### src/rtl/tx_pcs_encoder.sv
// 64b/66b transmit encoder: pairs two 32-bit XGMII words into one 8-lane block
// and emits the 10GBASE-R sync header plus payload through a valid/ready output.
module tx_pcs_encoder #(
    parameter int XGMII_DATA_WIDTH = 32,
    parameter int XGMII_DATA_BYTES = 4
) (
    input  logic                          tx_clk,
    input  logic                          tx_rst,
    input  logic [XGMII_DATA_WIDTH-1:0]   in_xgmii_data,
    input  logic [XGMII_DATA_BYTES-1:0]   in_xgmii_ctl,
    output logic                          out_xgmii_pcs_ready,
    output logic [1:0]                    out_pcs_header,
    output logic [2*XGMII_DATA_WIDTH-1:0] out_pcs_data,
    output logic                          out_pcs_valid,
    input  logic                          in_pcs_ready,
    output logic                          out_encode_err
);

    localparam int BLK_LANES = 2 * XGMII_DATA_BYTES;
    localparam int BLK_BITS  = 2 * XGMII_DATA_WIDTH;

    localparam logic [7:0] XGMII_IDLE  = 8'h07;
    localparam logic [7:0] XGMII_START = 8'hFB;
    localparam logic [7:0] XGMII_TERM  = 8'hFD;
    localparam logic [7:0] TYPE_CTRL   = 8'h1E;
    localparam logic [7:0] TYPE_START  = 8'h78;

    // Error block: type byte followed by eight 7-bit error control codes.
    localparam logic [BLK_BITS-1:0] ERR_BLOCK = {{8{7'h1E}}, TYPE_CTRL};

    logic                          phase;
    logic [XGMII_DATA_WIDTH-1:0]   held_data;
    logic [XGMII_DATA_BYTES-1:0]   held_ctl;
    logic [BLK_BITS-1:0]           blk_data;
    logic [BLK_LANES-1:0]          blk_ctl;
    logic [BLK_LANES-1:0]          idle_lane;
    logic                          load;
    logic [1:0]                    enc_header;
    logic [BLK_BITS-1:0]           enc_data;
    logic                          enc_err;

    function automatic logic [7:0] term_type(input int k);
        case (k)
            0:       term_type = 8'h87;
            1:       term_type = 8'h99;
            2:       term_type = 8'hAA;
            3:       term_type = 8'hB4;
            4:       term_type = 8'hCC;
            5:       term_type = 8'hD2;
            6:       term_type = 8'hE1;
            default: term_type = 8'hFF;
        endcase
    endfunction

    assign out_xgmii_pcs_ready = !out_pcs_valid || in_pcs_ready;
    assign load                = out_xgmii_pcs_ready && phase;

    // The block is the held phase-0 word in lanes 0-3 and the live word in lanes 4-7.
    assign blk_data = {in_xgmii_data, held_data};
    assign blk_ctl  = {in_xgmii_ctl, held_ctl};

    for (genvar i = 0; i < BLK_LANES; i++) begin : g_idle
        assign idle_lane[i] = blk_ctl[i] && (blk_data[8*i +: 8] == XGMII_IDLE);
    end

    always_comb begin
        enc_header = 2'b10;
        enc_data   = ERR_BLOCK;
        enc_err    = 1'b1;
        if (blk_ctl == '0) begin
            enc_header = 2'b01;
            enc_data   = blk_data;
            enc_err    = 1'b0;
        end else if (&idle_lane) begin
            enc_data = {{(BLK_BITS-8){1'b0}}, TYPE_CTRL};
            enc_err  = 1'b0;
        end else if (blk_ctl == 8'h01 && blk_data[7:0] == XGMII_START) begin
            enc_data = {blk_data[BLK_BITS-1:8], TYPE_START};
            enc_err  = 1'b0;
        end else begin
            // Lanes before the terminate shift up one byte to make room for the type.
            for (int k = 0; k < BLK_LANES; k++) begin
                if (blk_ctl == 8'(8'hFF << k) &&
                    blk_data[8*k +: 8] == XGMII_TERM &&
                    &(idle_lane | 8'(8'hFF >> (7 - k)))) begin
                    enc_data = ({blk_data[BLK_BITS-9:0], 8'h00} &
                                ((64'd1 << (8*k + 8)) - 64'd1)) |
                               {{(BLK_BITS-8){1'b0}}, term_type(k)};
                    enc_err  = 1'b0;
                end
            end
        end
    end

    always_ff @(posedge tx_clk) begin
        if (tx_rst) begin
            phase          <= 1'b0;
            held_data      <= '0;
            held_ctl       <= '0;
            out_pcs_header <= 2'b00;
            out_pcs_data   <= '0;
            out_pcs_valid  <= 1'b0;
            out_encode_err <= 1'b0;
        end else begin
            if (out_xgmii_pcs_ready) begin
                phase <= ~phase;
                if (!phase) begin
                    held_data <= in_xgmii_data;
                    held_ctl  <= in_xgmii_ctl;
                end
            end
            if (load) begin
                out_pcs_header <= enc_header;
                out_pcs_data   <= enc_data;
                out_pcs_valid  <= 1'b1;
                out_encode_err <= enc_err;
            end else begin
                out_encode_err <= 1'b0;
                if (in_pcs_ready)
                    out_pcs_valid <= 1'b0;
            end
        end
    end

endmodule

### config.mk
export PLATFORM = sky130hd
export DESIGN_NAME = tx_pcs_encoder
export DESIGN_NICKNAME = d
export VERILOG_FILES = /design/src/rtl/tx_pcs_encoder.sv
export SDC_FILE = /design/constraint.sdc
export NUM_CORES = 1
export LEC_CHECK = 0
export CORE_UTILIZATION = 47
export DETAILED_ROUTE_END_ITERATION = 12
export GPL_ROUTABILITY_DRIVEN = 0
export PLACE_DENSITY = 0.77
export SLEW_MARGIN = 20
export SYNTH_ARGS = -nofsm -noshare
export SYNTH_HDL_FRONTEND = slang
export SYNTH_SLANG_ARGS = --single-unit
export TNS_END_PERCENT = 5
### constraint.sdc
create_clock -name tx_clk -period 2.8 [get_ports tx_clk]
set_input_delay 0.56 -clock tx_clk [delete_from_list [all_inputs] [get_ports tx_clk]]
set_output_delay 0.56 -clock tx_clk [all_outputs]
set_load 0.01 [all_outputs]
==> reports/results.tsv <==
metric	value	unit
nets	910	
drive_gt1_share	22.3	%
cts_root_buf	clkbuf_8	
insertion_delay	0.39	ns
synth_flop_cell	dfxtp_1	
grt_pass1_wl	32.3	mm
finalHoldViolCount	0	
path_cells	clkdlybuf4s50_1, or4b_2, or4_4, o221ai_4, buf_4, or2_2, a21oi_1, o32a_1	
drc	0	
end_kind	flip-flop	
dieArea	0.0115	sq mm
io_buffers	107	
antenna_found_initial	0	
drt_wl_total	20.9	mm
multi_input_area	0.00307	sq mm
p_switching	1.04	mW
power_switching_share	30.5	%
clkSinkCount	105	
period_minus_slack	2.80	ns
yosysUniqueCellTypes	55	
n_fill_cell	790	
netlist.area_leader.share	40.4	%
hold_buffers	0	
setup_viol	2	
htreeDepth	3	
cap_violations	0	
hold_class	reg -> reg	
synthesis.nets	699	
max_freq	357	MHz
async_reset_ff_share	0	%
track_usage	36.7	%
grt_pass1_vias	6230	
critPathMaxFanout	5	
violations	negative setup slack	
final_cell_mix	131 x nand2_1, 128 x buf_4, 105 x dfxtp_1, 102 x clkdlybuf4s50_1, 65 x a21oi_1	
cellPowerDensity	441	mW/mm^2
worst_pin_slew	0.905	ns
cp.required	3.08	ns
yosysSeqAreaShare	40.4	%
synth_area	0.00520	sq mm
drv_slew	0	
dr_wl_met3	2.37	mm
drt_iter0_drc	750	
synth.area.top_cells	dfxtp_1 40%, nand2_1 9.5%, a22oi_1 7.9%	
coreArea	0.0108	sq mm
synth_warnings	0	
status	finished, violations left	
seq_power_share	49.4	%
layout_commonest_cell	nand2_1	
clockPowerShare	28.5	%
internal-power	2.37	mW
cts_tree	yes	
arrival	3.08	ns
diodes	0	
ios	108	
grt_max_degree	45	
regArea	0.00210	sq mm
relSlewSlack	39.4	%
cts_buffer_depth	2	
wl_met1	7.97	mm
clkTransAtPathRegs	0.10	ns
pre_cts_ws	-0.779	ns
startpoint_type	input port	
vias	6530	
routed.top_layer	met4	
netlist_instances	660	
drt-wirelength-per-cell	20.6	microns
grt.overflow.total	0	
cts_buffers	9	
design_area	0.00771	sq mm
critPathKind	in -> reg	
viasPerCell	6.43	
rsz0062_at_grt	yes	
synth_seq_cells	105	
slowest_stage	or4b_2	
start_util	48.2	%
ir_worst_vdd	396	uV
met2_length	9.22	mm
setup_tns	-0.00394	ns
drtPass1Iterations	6	
fp.dieW	107	microns
power_frac_comb	22.1	%
post-route-util	71.4	%
antenna_left	0	
dpl_cell_area	0.00731	sq mm
yosysTopAreaCell	dfxtp_1	
finalClockSkew	0.0128	ns
dp_hpwl	15.3	mm
die_h	107	microns
finalCritPeriodShare	100	%
power	3.40	mW
synth_edf_count	0	
rows	38	
finalWorstSetupSlack	-0.00209	ns
syn_area_per_cell	7.88	sq um
leakage	2.95	nW
area_delta_synth_final	48.3	%
cp_slowest_stage_delay	0.69	ns
-- area by class of cell --
cell class,count,share of cell area [%]
clock buffers,10,1.66
clock inverters,6,0.844
multi-input cells,500,39.8
well taps,140,2.27
flip-flops and latches,105,27.3
inverters,14,0.681
repair buffers,241,27.5
-- registers in the layout, summed over array words and instances (netlist names) --
name	cells
out_pcs_data	64
held_data	32
held_ctl	4
out_pcs_header	2
out_encode_err	1
out_pcs_valid	1
phase	1
-- final timing paths --
path / startpoint / to / slack [ns] / depth (start not counted)
hold / removal: out_pcs_header[0] / out_pcs_header[0] / 0.46 / 1
hold reg to reg: out_pcs_header[0] / out_pcs_header[0] / 0.46 / 1
setup reg to reg: held_ctl[0] / out_pcs_data[53] / 0.05 / 8
setup / recovery: in_xgmii_data[17] / out_pcs_data[59] / -0.002 / 8
-- repair_timing --
action / 4_1_cts / 5_1_grt
hold endpoints to repair: 0 / 0
setup buffers: 1 / 1
pin swaps: 6 / 6
setup endpoints to repair: 46 / 58
resized for setup: 16 / 30
-- logic make-up (layout without fill, tap and decap cells) --
group                  Yosys count  in the layout  synth area share (%)
AOI/OAI and AO/OA              216            216                  26.8
DFF                            105            105                  40.4
and+or+nand+nor                284            284                  28.4
buffers and inverters           55            271                  4.40
-- power groups by stage --
stage / sequential [mW] / combinational (mW) / clock, mW
2_1_floorplan: 1.72 / 0.258 / 0
3_3_place_gp: 1.71 / 0.702 / 0
3_5_place_dp: 1.71 / 0.717 / 0
4_1_cts: 1.68 / 0.722 / 0.963
5_1_grt: 1.69 / 0.792 / 1.03
6_report: 1.68 / 0.752 / 0.969
-- critical path: cells and delay by family --
| family | cells | cell delay (ns) |
|---|---|---|
| AOI/OAI and AO/OA | 3 | 0.59 |
| buffers and inverters | 2 | 0.61 |
| and+or+nand+nor | 3 | 1.31 |
-- Yosys cell counts, types with 8 or more instances --
| library cell | count |
|---|---|
| nor4_1 | 11 |
| o21ai_0 | 43 |
| or4_1 | 16 |
| nand3_1 | 14 |
| nor2_1 | 28 |
| a21oi_1 | 69 |
| dfxtp_1 | 105 |
| nand2_1 | 131 |
| clkbuf_1 | 33 |
| inv_1 | 14 |
| and2_1 | 10 |
| nor3_1 | 13 |
| a22oi_1 | 55 |
| o211ai_1 | 10 |
| and3_1 | 8 |
| nand4_1 | 10 |
-- layer usage --
layer / GRT usage, % / up-vias
li1: - / 2873
met1: 45.0 / 3022
met2: 58.7 / 502
met3: 9.12 / 133
met4: 20.9 / 0
met5: 0 / -
-- metrics by stage --
stage               hold slack [ns]  cells
finish                        0.461   1016
global route                  0.495   1016
CTS                           0.466   1015
detailed placement            0.443    998
global placement              0.433    998
floorplan                     0.457    660
Note: power is estimated with default switching activity, not from simulation.
